`config.mk`:
```
export PLATFORM = sky130hd
export DESIGN_NAME = branch_hazard_controller_flat
export DESIGN_NICKNAME = d
export VERILOG_FILES = /design/src/rtl/branch_hazard_controller_if.sv /design/src/rtl/branch_hazard_controller.sv /design/src/flat_wrapper.sv
export SDC_FILE = /design/constraint.sdc
export NUM_CORES = 1
export LEC_CHECK = 0
export ABC_AREA = 1
export CAP_MARGIN = 10
export CORE_MARGIN = 3
export CORE_UTILIZATION = 49
export CTS_BUF_LIST = sky130_fd_sc_hd__clkbuf_8 sky130_fd_sc_hd__clkbuf_16
export CTS_CLUSTER_DIAMETER = 80
export DETAILED_ROUTE_END_ITERATION = 7
export PLACE_DENSITY = 0.94
export SLEW_MARGIN = 20
export SYNTH_ARGS = -nofsm -noshare
export SYNTH_HDL_FRONTEND = slang
export SYNTH_SLANG_ARGS = --single-unit
export TNS_END_PERCENT = 50
```
`constraint.sdc`:
```
create_clock -name clock -period 3.5 [get_ports clock]
set_input_delay 0.7 -clock clock [delete_from_list [all_inputs] [get_ports clock]]
set_output_delay 0.7 -clock clock [all_outputs]
set_load 0.02 [all_outputs]
```
`src/rtl/branch_hazard_controller_if.sv`:
```
// Decode-stage branch hazard bus: pipeline-side status in, stall/forward/redirect controls out.
interface branch_hazard_controller_if #(
    parameter int CNT_WIDTH = 32
);
    logic [2:0]           id_branch_variant;
    logic [4:0]           id_rs;
    logic [4:0]           id_rt;
    logic                 id_pc_src;
    logic [31:0]          id_jump_address;
    logic                 ex_reg_write;
    logic [4:0]           ex_write_reg;
    logic                 ex_mem_to_reg;
    logic                 mem_reg_write;
    logic [4:0]           mem_write_reg;
    logic                 mem_mem_to_reg;
    logic                 wb_reg_write;
    logic [4:0]           wb_write_reg;
    logic                 stall_if;
    logic                 stall_id;
    logic                 flush_ex;
    logic                 flush_id;
    logic [1:0]           fwd_rs_sel;
    logic [1:0]           fwd_rt_sel;
    logic                 pc_sel;
    logic [31:0]          pc_target;
    logic [CNT_WIDTH-1:0] branch_count;
    logic [CNT_WIDTH-1:0] taken_count;
    logic [CNT_WIDTH-1:0] stall_count;

    modport master (
        output id_branch_variant, id_rs, id_rt, id_pc_src, id_jump_address,
               ex_reg_write, ex_write_reg, ex_mem_to_reg,
               mem_reg_write, mem_write_reg, mem_mem_to_reg,
               wb_reg_write, wb_write_reg,
        input  stall_if, stall_id, flush_ex, flush_id, fwd_rs_sel, fwd_rt_sel,
               pc_sel, pc_target, branch_count, taken_count, stall_count
    );

    modport slave (
        input  id_branch_variant, id_rs, id_rt, id_pc_src, id_jump_address,
               ex_reg_write, ex_write_reg, ex_mem_to_reg,
               mem_reg_write, mem_write_reg, mem_mem_to_reg,
               wb_reg_write, wb_write_reg,
        output stall_if, stall_id, flush_ex, flush_id, fwd_rs_sel, fwd_rt_sel,
               pc_sel, pc_target, branch_count, taken_count, stall_count
    );
endinterface

```
`src/rtl/branch_hazard_controller.sv`:
```
// Decode-stage branch resolution: stalls on stale comparator operands, selects forwarding,
// redirects the PC on taken branches and keeps wrap-around branch performance counters.
module branch_hazard_controller #(
    parameter int CNT_WIDTH = 32
) (
    input logic                    clock,
    input logic                    reset_n,
    branch_hazard_controller_if.slave bus
);
    localparam logic [2:0] BV_NONE      = 3'd0;
    localparam logic [2:0] BV_BEQ       = 3'd1;
    localparam logic [2:0] BV_BNE       = 3'd2;
    localparam logic [2:0] BV_BLTZ      = 3'd3;
    localparam logic [2:0] BV_JUMP      = 3'd4;
    localparam logic [2:0] BV_JUMP_LINK = 3'd5;
    localparam logic [2:0] BV_JUMP_REG  = 3'd6;

    localparam logic [1:0] ST_NORMAL  = 2'd0;
    localparam logic [1:0] ST_STALL2  = 2'd1;
    localparam logic [1:0] ST_RESOLVE = 2'd2;

    logic [1:0]           state, state_nxt;
    logic                 uses_rs, uses_rt, active;
    logic [1:0]           need_rs, need_rt, need;
    logic                 stall, resolve, taken;
    logic [CNT_WIDTH-1:0] branch_cnt, taken_cnt, stall_cnt;

    function automatic logic [1:0] need_of(
        input logic [4:0] src,
        input logic       ex_rw, input logic [4:0] ex_wr, input logic ex_ld,
        input logic       mem_rw, input logic [4:0] mem_wr, input logic mem_ld
    );
        logic [1:0] n;
        n = '0;
        // The EX producer shadows an older MEM producer of the same register.
        if (src != '0) begin
            if (ex_rw && ex_wr == src)
                n = ex_ld ? 2'd2 : 2'd1;
            else if (mem_rw && mem_wr == src && mem_ld)
                n = 2'd1;
        end
        return n;
    endfunction

    function automatic logic [1:0] fwd_of(
        input logic       [4:0] src,
        input logic       mem_rw, input logic [4:0] mem_wr, input logic mem_ld,
        input logic       wb_rw, input logic [4:0] wb_wr
    );
        logic [1:0] f;
        f = '0;
        if (src != '0) begin
            if (mem_rw && mem_wr == src && !mem_ld)
                f = 2'd1;
            else if (wb_rw && wb_wr == src)
                f = 2'd2;
        end
        return f;
    endfunction

    always_comb begin
        uses_rs = 1'b0;
        uses_rt = 1'b0;
        active  = 1'b1;
        case (bus.id_branch_variant)
            BV_BEQ, BV_BNE:          begin uses_rs = 1'b1; uses_rt = 1'b1; end
            BV_BLTZ, BV_JUMP_REG:    uses_rs = 1'b1;
            BV_JUMP, BV_JUMP_LINK:   active = 1'b1;
            default:                 active = 1'b0;
        endcase
    end

    always_comb begin
        need_rs = uses_rs ? need_of(bus.id_rs, bus.ex_reg_write, bus.ex_write_reg, bus.ex_mem_to_reg,
                                    bus.mem_reg_write, bus.mem_write_reg, bus.mem_mem_to_reg) : 2'd0;
        need_rt = uses_rt ? need_of(bus.id_rt, bus.ex_reg_write, bus.ex_write_reg, bus.ex_mem_to_reg,
                                    bus.mem_reg_write, bus.mem_write_reg, bus.mem_mem_to_reg) : 2'd0;
        need    = (need_rs > need_rt) ? need_rs : need_rt;
    end

    always_comb begin
        state_nxt = state;
        stall     = 1'b0;
        resolve   = 1'b0;
        if (!active) begin
            state_nxt = ST_NORMAL;
        end else begin
            case (state)
                ST_NORMAL: begin
                    if (need == 2'd0) begin
                        resolve = 1'b1;
                    end else begin
                        stall     = 1'b1;
                        state_nxt = (need == 2'd2) ? ST_STALL2 : ST_RESOLVE;
                    end
                end
                ST_STALL2: begin
                    stall     = 1'b1;
                    state_nxt = ST_RESOLVE;
                end
                ST_RESOLVE: begin
                    resolve   = 1'b1;
                    state_nxt = ST_NORMAL;
                end
                default: state_nxt = ST_NORMAL;
            endcase
        end
        taken = resolve && bus.id_pc_src;
    end

    // Controls are masked while reset_n is low so the pipeline sees a quiet controller.
    always_comb begin
        bus.stall_if   = 1'b0;
        bus.stall_id   = 1'b0;
        bus.flush_ex   = 1'b0;
        bus.flush_id   = 1'b0;
        bus.pc_sel     = 1'b0;
        bus.pc_target  = '0;
        bus.fwd_rs_sel = '0;
        bus.fwd_rt_sel = '0;
        if (reset_n && active) begin
            bus.stall_if   = stall;
            bus.stall_id   = stall;
            bus.flush_ex   = stall;
            bus.flush_id   = taken;
            bus.pc_sel     = taken;
            bus.pc_target  = taken ? bus.id_jump_address : '0;
            bus.fwd_rs_sel = fwd_of(bus.id_rs, bus.mem_reg_write, bus.mem_write_reg, bus.mem_mem_to_reg,
                                    bus.wb_reg_write, bus.wb_write_reg);
            bus.fwd_rt_sel = fwd_of(bus.id_rt, bus.mem_reg_write, bus.mem_write_reg, bus.mem_mem_to_reg,
                                    bus.wb_reg_write, bus.wb_write_reg);
        end
    end

    always_ff @(posedge clock or negedge reset_n) begin
        if (!reset_n) begin
            state      <= ST_NORMAL;
            branch_cnt <= '0;
            taken_cnt  <= '0;
            stall_cnt  <= '0;
        end else begin
            state <= state_nxt;
            if (resolve) branch_cnt <= branch_cnt + CNT_WIDTH'(1);
            if (taken)   taken_cnt  <= taken_cnt + CNT_WIDTH'(1);
            if (stall)   stall_cnt  <= stall_cnt + CNT_WIDTH'(1);
        end
    end

    assign bus.branch_count = branch_cnt;
    assign bus.taken_count  = taken_cnt;
    assign bus.stall_count  = stall_cnt;
endmodule

```
`src/flat_wrapper.sv`:
```
// flat-port wrapper written by rule: the top's interface ports become plain ports
module branch_hazard_controller_flat 
#(
    parameter int CNT_WIDTH = 32
)
  (clock, reset_n, bus_id_branch_variant, bus_id_rs, bus_id_rt, bus_id_pc_src, bus_id_jump_address, bus_ex_reg_write, bus_ex_write_reg, bus_ex_mem_to_reg, bus_mem_reg_write, bus_mem_write_reg, bus_mem_mem_to_reg, bus_wb_reg_write, bus_wb_write_reg, bus_stall_if, bus_stall_id, bus_flush_ex, bus_flush_id, bus_fwd_rs_sel, bus_fwd_rt_sel, bus_pc_sel, bus_pc_target, bus_branch_count, bus_taken_count, bus_stall_count);
  branch_hazard_controller_if #(.CNT_WIDTH(CNT_WIDTH)) bus_i ();
  input logic clock;
  input logic reset_n;
  input wire logic [$bits(bus_i.id_branch_variant)-1:0] bus_id_branch_variant;
  input wire logic [$bits(bus_i.id_rs)-1:0] bus_id_rs;
  input wire logic [$bits(bus_i.id_rt)-1:0] bus_id_rt;
  input wire logic [$bits(bus_i.id_pc_src)-1:0] bus_id_pc_src;
  input wire logic [$bits(bus_i.id_jump_address)-1:0] bus_id_jump_address;
  input wire logic [$bits(bus_i.ex_reg_write)-1:0] bus_ex_reg_write;
  input wire logic [$bits(bus_i.ex_write_reg)-1:0] bus_ex_write_reg;
  input wire logic [$bits(bus_i.ex_mem_to_reg)-1:0] bus_ex_mem_to_reg;
  input wire logic [$bits(bus_i.mem_reg_write)-1:0] bus_mem_reg_write;
  input wire logic [$bits(bus_i.mem_write_reg)-1:0] bus_mem_write_reg;
  input wire logic [$bits(bus_i.mem_mem_to_reg)-1:0] bus_mem_mem_to_reg;
  input wire logic [$bits(bus_i.wb_reg_write)-1:0] bus_wb_reg_write;
  input wire logic [$bits(bus_i.wb_write_reg)-1:0] bus_wb_write_reg;
  output wire logic [$bits(bus_i.stall_if)-1:0] bus_stall_if;
  output wire logic [$bits(bus_i.stall_id)-1:0] bus_stall_id;
  output wire logic [$bits(bus_i.flush_ex)-1:0] bus_flush_ex;
  output wire logic [$bits(bus_i.flush_id)-1:0] bus_flush_id;
  output wire logic [$bits(bus_i.fwd_rs_sel)-1:0] bus_fwd_rs_sel;
  output wire logic [$bits(bus_i.fwd_rt_sel)-1:0] bus_fwd_rt_sel;
  output wire logic [$bits(bus_i.pc_sel)-1:0] bus_pc_sel;
  output wire logic [$bits(bus_i.pc_target)-1:0] bus_pc_target;
  output wire logic [$bits(bus_i.branch_count)-1:0] bus_branch_count;
  output wire logic [$bits(bus_i.taken_count)-1:0] bus_taken_count;
  output wire logic [$bits(bus_i.stall_count)-1:0] bus_stall_count;
  assign bus_i.id_branch_variant = bus_id_branch_variant;
  assign bus_i.id_rs = bus_id_rs;
  assign bus_i.id_rt = bus_id_rt;
  assign bus_i.id_pc_src = bus_id_pc_src;
  assign bus_i.id_jump_address = bus_id_jump_address;
  assign bus_i.ex_reg_write = bus_ex_reg_write;
  assign bus_i.ex_write_reg = bus_ex_write_reg;
  assign bus_i.ex_mem_to_reg = bus_ex_mem_to_reg;
  assign bus_i.mem_reg_write = bus_mem_reg_write;
  assign bus_i.mem_write_reg = bus_mem_write_reg;
  assign bus_i.mem_mem_to_reg = bus_mem_mem_to_reg;
  assign bus_i.wb_reg_write = bus_wb_reg_write;
  assign bus_i.wb_write_reg = bus_wb_write_reg;
  assign bus_stall_if = bus_i.stall_if;
  assign bus_stall_id = bus_i.stall_id;
  assign bus_flush_ex = bus_i.flush_ex;
  assign bus_flush_id = bus_i.flush_id;
  assign bus_fwd_rs_sel = bus_i.fwd_rs_sel;
  assign bus_fwd_rt_sel = bus_i.fwd_rt_sel;
  assign bus_pc_sel = bus_i.pc_sel;
  assign bus_pc_target = bus_i.pc_target;
  assign bus_branch_count = bus_i.branch_count;
  assign bus_taken_count = bus_i.taken_count;
  assign bus_stall_count = bus_i.stall_count;
  branch_hazard_controller #(.CNT_WIDTH(CNT_WIDTH)) u_core (.clock(clock), .reset_n(reset_n), .bus(bus_i));
endmodule
```
; ---- After elaboration in Yosys (flattened, before gate mapping)
; Index checks and enable logic that the tools add are counted.
; Widths: inputs -> output; s select.
[op_classes]
add_sub_neg = 3
magnitude_cmp = 1
eq_ne = 16
mux = 35
reduce_logical = 20
[op_table]
columns = cell, n
row1 = $add 32x1->32 const B, 3
row2 = $mux 32, 2
row3 = $mux 2, 19
row4 = $eq 5x5->1, 6
row5 = $logic_and 1x1->1, 12
row6 = $mux 1, 11
row7 = $reduce_bool 5->1, 2
row8 = $eq 3x3->1 const B, 3
row9 = $eq 3x2->1 const B, 2
row10 = $reduce_or 6->1, 1
row11 = $eq 2x2->1 const B, 2
row12 = $logic_not 2->1, 2
row13 = $pmux 1 s2, 2
row14 = $pmux 2 s2, 1
row15 = $reduce_or 4->1, 1
row16 = $eq 3x1->1 const B, 1
row17 = $ne 3x3->1 const B, 1
row18 = $eq 2x1->1 const B, 1
row19 = $gt 2x2->1, 1
row20 = $reduce_or 2->1, 1
row21 = $logic_not 1->1, 1
[totals]
reg_bits = 98
inputBits = 68
out_inout_bits = 137
word_cells = 79

; ---- Logic depth before layout (Yosys ltp)
; Gate-level depths: netlist (run 1).
[logic_depth]
ltp_word = 16
mapped_depth = 21
depth_no_buf = 20

; ---- Worst setup path after synthesis (run 1)
; OpenSTA, ideal clock, no wires.
[synth_timing]
path_type = input port to output port
from = input port bus_ex_write_reg[0]
to = output port bus_stall_id
t_arrival_ns = 2.893
required_time_ns = 2.800
slack_ns = -0.093
cell_stages = 18
n_path_buf = 2
path_cell_list = inv_1 nand2_1 nand2_1 nor2_1 nand3_1 nor3_1 inv_1 ha_1 nor2_1 o21a_1 inv_1 nand2_1 nand2_2 nand3_1 nand2_1 buf_2 nor2_1 buf_4
[synth_between]
elab_chain_len = 12
word_cells_on_any_way = 17
classes_between = order compare (1) / eq/ne (2) / mux (11) / reduce/logical (3)
[synth_lines]
columns = element, line_no
row1 = from (decl), flat_wrapper.sv:16  ; input wire logic [$bits(bus_i.ex_write_reg)-1:0] bus_ex_write_reg;
row2 = $eq 5x5->1, branch_hazard_controller.sv:37  ; if (ex_rw && ex_wr == src)
row3 = $logic_and 1x1->1, branch_hazard_controller.sv:37
row4 = $mux 2, branch_hazard_controller.sv:37
row5 = $mux 2, branch_hazard_controller.sv:36  ; if (src != '0) begin
row6 = "$mux 2, on equally long branches", "branch_hazard_controller.sv:74, branch_hazard_controller.sv:76"
row7 = $gt 2x2->1, branch_hazard_controller.sv:78  ; need = (need_rs > need_rt) ? need_rs : need_rt;
row8 = $mux 2 (*), branch_hazard_controller.sv:78
row9 = $logic_not 2->1 (*), branch_hazard_controller.sv:90  ; if (need == 2'd0) begin
row10 = $mux 1 (*), branch_hazard_controller.sv:90
row11 = $pmux 1 s2 (*), branch_hazard_controller.sv:88  ; case (state)
row12 = $mux 1 (*), branch_hazard_controller.sv:85  ; if (!active) begin
row13 = $mux 1 (*), n/a
row14 = to (decl), flat_wrapper.sv:24  ; output wire logic [$bits(bus_i.stall_id)-1:0] bus_stall_id;
; Mark *: on every way between the ends. The rest lies on a longest branch, timed or not.

; ---- Worst setup path in the final report (run 1)
[layout_timing]
from = input port bus_id_rs[0]
to = output port bus_pc_target[8]
[layout_between]
elab_chain_len = 16
word_cells_on_any_way = 19
classes_between = order compare (1) / eq/ne (2) / mux (10) / reduce/logical (6)
[layout_lines]
columns = element, line_no
row1 = from (decl), flat_wrapper.sv:11  ; input wire logic [$bits(bus_i.id_rs)-1:0] bus_id_rs;
row2 = $eq 5x5->1, branch_hazard_controller.sv:39  ; else if (mem_rw && mem_wr == src && mem_ld)
row3 = $logic_and 1x1->1 (2 in a row), branch_hazard_controller.sv:39
row4 = $mux 1, branch_hazard_controller.sv:39
row5 = $mux 2, branch_hazard_controller.sv:37
row6 = $mux 2 (*), branch_hazard_controller.sv:36
row7 = $mux 2 (*), branch_hazard_controller.sv:74  ; need_rs = uses_rs ? need_of(bus.id_rs, bus.ex_reg_write, bus.ex_write_reg, bus.ex_mem_to_reg,
row8 = $gt 2x2->1, branch_hazard_controller.sv:78
row9 = $mux 2 (*), branch_hazard_controller.sv:78
row10 = $logic_not 2->1 (*), branch_hazard_controller.sv:90
row11 = $mux 1 (*), branch_hazard_controller.sv:90
row12 = $pmux 1 s2 (*), branch_hazard_controller.sv:88
row13 = $mux 1 (*), branch_hazard_controller.sv:85
row14 = $logic_and 1x1->1 (*), branch_hazard_controller.sv:108  ; taken = resolve && bus.id_pc_src;
row15 = $mux 32 (*), branch_hazard_controller.sv:127  ; bus.pc_target = taken ? bus.id_jump_address : '0;
row16 = $mux 32 (*), branch_hazard_controller.sv:121  ; if (reset_n && active) begin
row17 = to (decl), flat_wrapper.sv:30  ; output wire logic [$bits(bus_i.pc_target)-1:0] bus_pc_target;
; Marks and branches as above.

==> out/qor.yml, run 1 <==
status: "finished, violations left"
violations: "negative setup slack"
worst_slack_ns: -0.2783
post-route-drc-count: 0
start_util_pct: 50.84
grt_antenna_before_repair: 0
ys_ff_latch: 98
drv_slew: 0
drt_iter0_drc: 769
yosysUniqueCellTypes: 30
grtUsageTotal_pct: 28.82
maxSlewHeadroom_pct: 55.75
fin_nets: 1395
min_period_ns: 3.778
p_total_mw: 3.824
postCtsHoldBufs: 0
cp.required_ns: 2.80
tightest_slew_ns: 0.6638
avgSynthCellArea_um2: 6.698
worst_setup_path_endpoint: "bus_pc_target[8]"
p_leak_nw: 5.054
num_rows: 43
regArea_mm2: 0.002452
wl_um: 24280
place_congestion: 1.002
fp.coreArea_mm2: 0.01410
die_w_um: 126.9
cts_tree: "done"
ys_seq_area_share_pct: 34.22
worstSetupPathType: "input port to primary output"
cts.path.max_buffers: 2
multi_input_area_mm2: 0.004471
n_antenna_cell: 0
worstRegToRegCells: 12
grt_max_degree: 62
synth_warnings: 0
reg2reg_from: "u_core.bus.stall_count[1]"
grt_pass1_vias: 7550
dp_hpwl_um: 17070
grt_pass1_wl_um: 38340
setup_viol: 37
clock_latency_ns: 0.36
ant_nets: 0
placed_cells: 1463
cts.clk_slew.worst_paths_ns: 0.06
cp_max_fo: 8
final_common_cell: "nand2_1"
crit_path_end_kind: "primary output"
r2r-end: "u_core.bus.stall_count[24]"
startpoint: "bus_id_rs[0]"
route.vias.total: 8083
syn_to_final_growth_pct: 47.02
cellPowerDensity_mw_per_mm2: 363.0
nFillCells: 1038
ir_drop_v: 0.0003993
worst_clock_skew_ns: 0.008375
die_area_mm2: 0.01611
port_buffers: 204
final_hold_viol_count: 0
r2r_slack_ns: 1.18
maxCapViolCount: 0
synthCells: 1070
cts_root_buf: "clkbuf_16"
htreeDepth: 3
wl_per_cell_um: 16.12
netlist_area_mm2: 0.007167
fmax_ghz: 0.2647
fin_crit_sh_pct: 108.0
clock_sinks: 98
pin_count: 205
cts_made_buffers: 9
worst_ep_arrival_time_ns: 3.08
fin_cells: 1506
cp-start-kind: "input port"
dr.pass1.iters: 6
gr-total-overflow: 0
drive_gt1_share_pct: 18.93
hp-class: "input port to asynchronous set/reset pin"
rsz0062_at_grt: "true"
viasPerCell: 5.367
final_cell_mix: "nand2_1, clkdlybuf4s50_1, dfrtp_1"
die_h_um: 126.9
syn-num-nets: 1144
kinds of logic after synthesis:
| logic type | after synthesis | share of synthesized area, % |
|---|---|---|
| adders and majority gates | 6 | 1.047 |
| DFF | 98 | 34.22 |
| AOI/OAI and AO/OA | 24 | 1.763 |
| and+or+nand+nor | 694 | 41.95 |
| xor gates and xnor gates | 101 | 12.34 |
| buffers and inverters | 147 | 8.677 |
power breakdown:
part / internal (mW) / switching, mW / leakage, nW / total, mW
clock: 0.627 / 0.450 / 0.161 / 1.08
sequential: 1.27 / 0.207 / 1.34 / 1.47
combinational: 0.571 / 0.704 / 3.55 / 1.28
metrics by stage:
stage | setup TNS [ns] | setup WS (ns) | hold slack, ns | util [%] | instance area, um2
after floorplan | 0 | 0.04359 | 0.4044 | - | 7169
after global placement | -62.01 | -1.022 | 0.4838 | 68.12 | 9602
after detailed placement | -66.07 | -1.105 | 0.5058 | 68.12 | 9602
after CTS | -6.168 | -0.2361 | 0.4726 | 72.31 | 10190
after global routing | -11.76 | -0.3925 | 0.5059 | 74.75 | 10540
final | -6.803 | -0.2783 | 0.4473 | 74.75 | 10540
critical path: stages:
cell and delay, ns:
buf_4 0.14, nor2_1 0.19, nor2_2 0.07, nand3_2 0.11, buf_6 0.11, nor2_2 0.03, nor2_1 0.13, nand2_2 0.10
ha_4 0.27, nand2_2 0.04, o21a_1 0.11, inv_1 0.06, nand2_1 0.05, nand2_2 0.07, nand2_2 0.06, nand2_4 0.07
nand4_4 0.12, buf_4 0.18, clkbuf_16 0.16, nor2_2 0.13, buf_4 0.16
synthesized netlist by cell type, drive strengths merged:
| master | instances | area (um2) |
|---|---|---|
| nand2 | 385 | 1465 |
| nor2 | 128 | 513.0 |
| inv | 113 | 424.2 |
| dfrtp | 98 | 2452 |
| xor2 | 64 | 560.5 |
| nand3 | 55 | 280.3 |
| nand4 | 52 | 340.3 |
| nor3 | 47 | 235.2 |
| xnor2 | 37 | 324.1 |
| buf | 25 | 163.9 |
| nor4 | 22 | 137.6 |
| o21ai | 18 | 90.09 |
| clkbuf | 9 | 33.78 |
| ha | 6 | 75.07 |
| a21oi | 3 | 15.01 |
| nor3b | 3 | 22.52 |
| a21boi | 1 | 7.510 |
| and3 | 1 | 6.260 |
| o21a | 1 | 7.510 |
| o22ai | 1 | 6.260 |
| or2 | 1 | 6.260 |
state kept, by name, summed over array words and instances (netlist names):
name / flops
u_core.bus.branch_count: 32
u_core.bus.stall_count: 32
u_core.bus.taken_count: 32
u_core.state: 2
layout make-up:
cell class / count / share of cell area (%)
Clock buffer: 9 / 2.138
Tap cell: 180 / 2.138
Timing Repair Buffer: 274 / 25.03
Clock inverter: 7 / 0.8669
Sequential cell: 98 / 23.28
Multi-Input combinational cell: 825 / 42.43
Inverter: 113 / 4.121
layer usage:
metal / up-vias / global-route usage [%] / wire [um]
met5: - / 0 / 0
li1: 3897 / - / -
met3: 43 / 4.253 / 1721
met1: 3765 / 38.54 / 9949
met2: 378 / 49.10 / 12150
met4: 0 / 7.382 / 454
timing repair:
item                       4_1_cts  5_1_grt
buffers inserted                15        8
resized for setup              334      108
setup endpoints to repair      105       38
pin swaps                       29       44
gates cloned                     3        1
how the worst min path moves through the flow:
| stage | slack (ns) | endpoint | cells after the start | start |
|---|---|---|---|---|
| 2_1_floorplan | 0.40 | u_core.bus.branch_count[0] | 0 | reset_n |
| 3_3_place_gp | 0.48 | u_core.bus.branch_count[13] | 2 | u_core.bus.branch_count[13] |
| 3_5_place_dp | 0.51 | u_core.bus.branch_count[13] | 2 | u_core.bus.branch_count[13] |
| 4_1_cts | 0.47 | u_core.bus.stall_count[12] | 2 | reset_n |
| 5_1_grt | 0.51 | u_core.bus.stall_count[2] | 2 | reset_n |
| 6_report | 0.45 | u_core.bus.stall_count[2] | 2 | reset_n |
Power figures use the tool's default switching activity.
==> inputs of run 2 (changes only) <==
--- a/config.mk
+++ b/config.mk
@@ -7,13 +7,15 @@
 export LEC_CHECK = 0
 export ABC_AREA = 1
 export CAP_MARGIN = 10
+export CELL_PAD_IN_SITES_DETAIL_PLACEMENT = 0
+export CELL_PAD_IN_SITES_GLOBAL_PLACEMENT = 2
 export CORE_MARGIN = 3
-export CORE_UTILIZATION = 49
+export CORE_UTILIZATION = 26
 export CTS_BUF_LIST = sky130_fd_sc_hd__clkbuf_8 sky130_fd_sc_hd__clkbuf_16
 export CTS_CLUSTER_DIAMETER = 80
 export DETAILED_ROUTE_END_ITERATION = 7
 export PLACE_DENSITY = 0.94
-export SLEW_MARGIN = 20
+export SLEW_MARGIN = 10
 export SYNTH_ARGS = -nofsm -noshare
 export SYNTH_HDL_FRONTEND = slang
 export SYNTH_SLANG_ARGS = --single-unit
==> run 2 against run 1 <==
Against the previous run:
- the flow still finishes with violations (negative setup slack)
- maximum frequency rose by 2.9%
- non-clock buffer count increased by 5
- cell area grew 3.1%
- wire length up 2.9%
- clock-buffer cell count grew 1
- register-to-register slack lost 0.12 ns
- first-iteration DRC count fell by 46%
- sequential share of layout area decreased by 0.71 points
- clock power is essentially flat
- cell count increased by 11%
- setup slack improved by 0.11 ns
- largest cell class unchanged
==> out/qor.yml, run 2 (same netlist as run 1, synthesis figures left out) <==
hp-class: "register to register"
worst_slack_ns: -0.1717  # +0.1066 ns
crit_top_cell: "buf_4"
num_rows: 60  # +40%
rsz0062_at_grt: "true"
crit_cells: 23  # +9.5%
worstSetupPathType: "input port to primary output"
worst_ep_arrival_time_ns: 2.97  # -0.11 ns
die_w_um: 172.0  # +36%
crit_buf_inv: 11  # +5
min_path_cells: 2
grt_pass1_wl_um: 40100  # +4.6%
grt_antenna_before_repair: 1  # +1
dp_hpwl_um: 18700  # +9.6%
grtUsageTotal_pct: 16.63  # -12 points
fin_crit_sh_pct: 104.9  # -3.0 points
die_h_um: 172.0  # +36%
regArea_mm2: 0.002452  # unchanged
dr.pass1.iters: 4  # -2
worst_clock_skew_ns: 0.02277  # +0.01439 ns
drive_gt1_share_pct: 19.91  # +0.98 points
cp_max_fo: 8  # unchanged
grt_max_degree: 62  # unchanged
min_period_ns: 3.672  # -0.1066 ns
slowest_delay_ns: 0.19  # -0.08 ns
multi_input_area_mm2: 0.004563  # +2.1%
route.vias.total: 7629  # -5.6%
die_area_mm2: 0.02959  # +84%
status: "finished, violations left"
start_util_pct: 26.52  # -24 points
syn_to_final_growth_pct: 51.64
maxCapViolCount: 0  # unchanged
final_common_cell: "nand2_1"
pre_cts_ws_ns: -1.206  # -0.1009 ns
tightest_slew_ns: 0.6681  # +0.004354 ns
postCtsHoldBufs: 0  # unchanged
finalSetupTns_ns: -4.982  # +1.821 ns
wl_um: 24980  # +2.9%
crit_path_end_kind: "primary output"
cts_tree: "done"
ir_drop_v: 0.0003800  # -4.8%
cp.required_ns: 2.80  # about the same
clock_latency_ns: 0.36  # about the same
cts_root_buf: "clkbuf_16"
crit_chain: "buf_4, inv_2, buf_4, nand2_4, nand2_2, nor3_2, nand3_1, nand2_1, nand2_2, buf_6, buf_4, buf_4, buf_4, buf_4, nand2_2, nand2_2, nand2_2, nand2_4, nand4_4, buf_6, buf_16, nor2_4, buf_6"
htreeDepth: 3  # unchanged
place_congestion: 0.8962  # -11%
drt_iter0_drc: 416  # -46%
cellPowerDensity_mw_per_mm2: 351.5  # -3.2%
maxSlewHeadroom_pct: 55.46  # -0.29 points
crit_family: "buffers and inverters"
port_buffers: 204  # unchanged
p_leak_nw: 5.088  # +0.67%
wl_per_cell_um: 14.93  # -7.4%
fin_cells: 1673  # +11%
grt_pass1_vias: 7579  # +0.38%
viasPerCell: 4.560  # -15%
cts_made_buffers: 9  # unchanged
fp.coreArea_mm2: 0.02703  # +92%
nFillCells: 2858  # +180%
pin_count: 205  # unchanged
cts.clk_slew.worst_paths_ns: 0.08  # +0.02 ns
cts.path.max_buffers: 2  # unchanged
fmax_ghz: 0.2724  # +2.9%
clock_sinks: 98  # unchanged
violations: "negative setup slack"
cp-start-kind: "input port"
ant_nets: 0  # unchanged
worstRegToRegCells: 8  # -4
drv_slew: 0  # unchanged
final_hold_viol_count: 0  # unchanged
fin_nets: 1400  # +0.36%
gr-total-overflow: 0  # unchanged
setup_viol: 37  # unchanged
final_cell_mix: "nand2_1, clkdlybuf4s50_1, inv_1, dfrtp_1, nor2_1"
placed_cells: 1630  # +11%
cp_slowest_cell: "nor3_2"
post-route-drc-count: 0  # unchanged
==> run 2: cell count changes in the layout (fill, tap and decap cells not counted), moves of 2 or more <==
| cell | change |
|---|---|
| nor3_1 | -2 |
| clkinv_2 | -2 |
| nor2_4 | +10 |
| buf_6 | +17 |
| clkbuf_2 | +4 |
| nor2_1 | -9 |
| dlymetal6s2s_1 | +2 |
| dlygate4sd2_1 | -4 |
| buf_4 | -9 |
| buf_8 | -2 |
| inv_1 | +4 |
| inv_2 | -4 |
==> run 2: path summary, 6_finish.rpt <==
check / to / slack [ns] / from
worst max-delay path: bus_pc_target[15] / -0.17 / bus_id_rt[2]
worst min register to register: u_core.bus.branch_count[30] / 0.51 / u_core.bus.branch_count[30]
worst max register to register: u_core.bus.branch_count[22] / 1.06 / u_core.bus.branch_count[0]
max in group asynchronous: u_core.bus.stall_count[5] / 1.86 / reset_n
min in group asynchronous: u_core.bus.taken_count[10] / 0.52 / reset_n
worst min-delay path: u_core.bus.branch_count[30] / 0.51 / u_core.bus.branch_count[30]
==> run 2: metal layers <==
metal / vias up / GRT usage (%) / routed length, um
met3: 34 / 2.515 / 992
met5: - / 0 / 0
li1: 3917 / - / -
met1: 3526 / 21.99 / 11470
met2: 152 / 28.54 / 12050
met4: 0 / 4.235 / 466
==> run 2: repair_timing <==
item                                    in CTS  in global routing
buffers inserted                            16                  9
endpoints found under the setup margin     104                 71
resized for setup                          371                 94
pin swaps                                   37                 45
cloned                                       3                  0
==> run 2: layout make-up <==
class,count,area share [%]
sequential,98,22.57
tap,341,3.926
inverter,113,3.926
multi-input combinational,825,41.99
timing repair buffer,279,24.65
clock buffer,10,2.199
clock inverter,6,0.7253
antenna,1,0.02303
==> run 2: tightest hold or removal path, stage by stage (launching register included) <==
cell and delay [ns]:
dfrtp_1 0.38, nand2_1 0.06, nand2_1 0.05
==> run 2: report_power, final <==
part / switching [mW] / internal [mW]
logic: 0.678 / 0.567
clock network: 0.508 / 0.592
registers: 0.209 / 1.26
==> run 2: per-stage QoR <==
step | area, um2 | hold slack [ns] | util [%] | power (mW)
6_report | 10870 | 0.5131 | 40.21 | 3.820
5_1_grt | 10870 | 0.5447 | 40.21 | 4.040
4_1_cts | 10630 | 0.5162 | 39.33 | 3.838
3_5_place_dp | 9846 | 0.4975 | 36.43 | 2.677
3_3_place_gp | 9846 | 0.4862 | 36.43 | 2.668
2_1_floorplan | 7169 | 0.4044 | - | 2.077
==> inputs of run 3 (changes only) <==
--- a/config.mk
+++ b/config.mk
@@ -9,6 +9,7 @@
 export CAP_MARGIN = 10
 export CELL_PAD_IN_SITES_DETAIL_PLACEMENT = 0
 export CELL_PAD_IN_SITES_GLOBAL_PLACEMENT = 2
+export CORE_ASPECT_RATIO = 1.25
 export CORE_MARGIN = 3
 export CORE_UTILIZATION = 26
 export CTS_BUF_LIST = sky130_fd_sc_hd__clkbuf_8 sky130_fd_sc_hd__clkbuf_16
==> run 3 against run 2 <==
Against the previous run:
- the run still ends with negative setup slack left
- first-iteration DRC count is 11% lower
- sequential share of layout area is 0.21 points higher
- non-clock buffer count is 10 lower
- maximum frequency hardly changed
- combinational power hardly changed
- utilization is 0.32 points lower
- clock-buffer cell count is 1 lower
- via count is 2.2% higher
- register-to-register slack better by 0.30 ns
- clock power is 7% lower
- critical path depth is 2 lower
- critical endpoint is now bus_pc_target[18]
==> out/qor.yml, run 3 (same netlist as run 1, synthesis figures left out) <==
ant_nets: 0  # unchanged
route.vias.total: 7795  # +2.2%
holdWs_ns: 0.4182  # -0.09490 ns
hp-class: "input port to asynchronous set/reset pin"
final_cell_mix: "nand2_1, clkdlybuf4s50_1, dfrtp_1"
final_common_cell: "nand2_1"
post-route-drc-count: 0  # unchanged
cts.path.max_buffers: 2  # unchanged
finalSetupTns_ns: -4.591  # +0.3904 ns
multi_input_area_mm2: 0.004526  # -0.82%
grtUsageTotal_pct: 17.24  # +0.61 points
viasPerCell: 4.679  # +2.6%
maxCapViolCount: 0  # unchanged
worst_clock_skew_ns: 0.008573  # -0.01419 ns
cp_slowest_cell: "ha_4"
grt_pass1_wl_um: 41480  # +3.4%
dp_hpwl_um: 19080  # +2.0%
num_rows: 67  # +12%
clock_sinks: 98  # unchanged
cellPowerDensity_mw_per_mm2: 349.4  # -0.60%
die_h_um: 191.6  # +11%
cts_made_buffers: 9  # unchanged
port_buffers: 204  # unchanged
grt_antenna_before_repair: 0  # -1
pwr-share-seq_pct: 39.4  # +0.8 points
cp-start-kind: "input port"
worst_ep_arrival_time_ns: 2.97  # about the same
wl_per_cell_um: 15.34  # +2.7%
crit_path_end_kind: "primary output"
die_area_mm2: 0.02961  # about the same
crit_top_cell: "nand2_2"
worstRegToRegCells: 12  # +4
fin_crit_sh_pct: 104.9  # about the same
p_leak_nw: 5.020  # -1.3%
fin_cells: 1666  # -0.42%
fp.coreArea_mm2: 0.02699  # -0.12%
place_congestion: 0.9302  # +3.8%
drive_gt1_share_pct: 19.76  # -0.15 points
dr.pass1.iters: 4  # unchanged
ir_drop_v: 0.0002114  # -44%
n_antenna_cell: 0  # -1
internal_power_mw: 2.389  # -1.5%
clock_latency_ns: 0.36  # about the same
cts_root_buf: "clkbuf_16"
r2r_slack_ns: 1.36  # +0.30 ns
start_util_pct: 26.55  # +0.032 points
tightest_slew_ns: 0.8080  # +0.1399 ns
rsz0062_at_grt: "true"
cts_tree: "done"
setup_viol: 34  # -8.1%
maxSlewHeadroom_pct: 46.13  # -9.3 points
regArea_mm2: 0.002452  # unchanged
crit_chain: "buf_4, buf_4, nand2_2, nand3_2, nor2_2, nand3_2, nand2_2, nand2_4, ha_4, nand2_1, o21a_1, inv_1, nand2_1, nand2_2, nand2_2, nand2_4, nand4_4, buf_12, buf_16, nor2_4, buf_6"
worst_slack_ns: -0.1702  # +0.001441 ns
grt_max_degree: 62  # unchanged
pin_count: 205  # unchanged
r2r-end: "u_core.bus.stall_count[24]"
final_hold_viol_count: 0  # unchanged
htreeDepth: 3  # unchanged
cts.clk_slew.worst_paths_ns: 0.07  # about the same
fin_nets: 1390  # -0.71%
p_sw_mw: 1.374  # -1.5%
drt_iter0_drc: 371  # -11%
die_w_um: 154.5  # -10%
violations: "negative setup slack"
crit_family: "simple AND/OR/NAND/NOR gates"
worstSetupPathType: "input port to primary output"
grt_pass1_vias: 7840  # +3.4%
pwr-share-comb_pct: 33.5  # +0.9 points
status: "finished, violations left"
cp_max_fo: 8  # unchanged
nFillCells: 2844  # -0.49%
syn_to_final_growth_pct: 50.26
switching_share_pct: 36.51  # about the same
wl_um: 25560  # +2.3%
placed_cells: 1635  # +0.31%
reg2reg_from: "u_core.bus.stall_count[1]"
crit_buf_inv: 6  # -5
min_period_ns: 3.670  # -0.001441 ns
slowest_delay_ns: 0.25  # +0.06 ns
postLayoutCoreUtil_pct: 39.90  # -0.32 points
cp.required_ns: 2.80  # about the same
drv_slew: 0  # unchanged
gr-total-overflow: 0  # unchanged
p_clk_share_pct: 27.1  # -1.7 points
fmax_ghz: 0.2725  # about the same
-- run 3: layer usage --
layer / vias to the layer above / global-route usage, % / routed length, um / share of wire (%)
li1: 3893 / - / - / -
met1: 3621 / 20.21 / 10310 / 40
met2: 240 / 31.56 / 13270 / 52
met5: - / 0 / 0 / 0
met4: 0 / 7.034 / 705 / 2.8
met3: 41 / 2.344 / 1269 / 5.0
-- run 3: what timing repair did --
item	CTS	global route
setup buffers	10	3
gates cloned	3	0
pin swaps	43	44
gates resized for setup	391	83
endpoints found under the setup margin	105	60
hold buffers	0	0
-- run 3: per-stage QoR --
step                total power [mW]  cell area [um2]  setup slack [ns]
global route                   3.975            10770           -0.3323
global placement               2.693             9861            -1.010
finish                         3.763            10770           -0.1702
CTS                            3.794            10580           -0.3056
floorplan                      2.077             7169           0.04359
detailed placement             2.702             9861            -1.064
-- run 3: cell type report --
cell class,instances,share of cell area (%)
Multi-Input combinational cell,825,42.02
Timing Repair Buffer,269,24.40
Sequential cell,98,22.77
Inverter,113,4.055
Tap cell,345,4.008
Clock buffer,9,2.091
Clock inverter,7,0.6506
-- run 3: how the worst max path moves through the flow --
stage          slack [ns]  cells past startpoint           startpoint                end
6_report            -0.17                     21         bus_id_rs[0]  bus_pc_target[18]
3_3_place_gp        -1.01                     19         bus_id_rs[4]  bus_pc_target[16]
4_1_cts             -0.31                     20         bus_id_rs[4]  bus_pc_target[29]
2_1_floorplan        0.04                     18  bus_ex_write_reg[0]       bus_stall_id
3_5_place_dp        -1.06                     19         bus_id_rs[4]  bus_pc_target[29]
5_1_grt             -0.33                     23  bus_ex_write_reg[4]  bus_pc_target[18]
-- run 3: power by group through the flow --
| stage | clock network (mW) | registers [mW] | logic (mW) |
|---|---|---|---|
| CTS | 1.06 | 1.48 | 1.25 |
| finish | 1.02 | 1.48 | 1.26 |
| detailed placement | 0 | 1.50 | 1.20 |
| global placement | 0 | 1.50 | 1.19 |
| global route | 1.09 | 1.51 | 1.38 |
| floorplan | 0 | 1.61 | 0.471 |
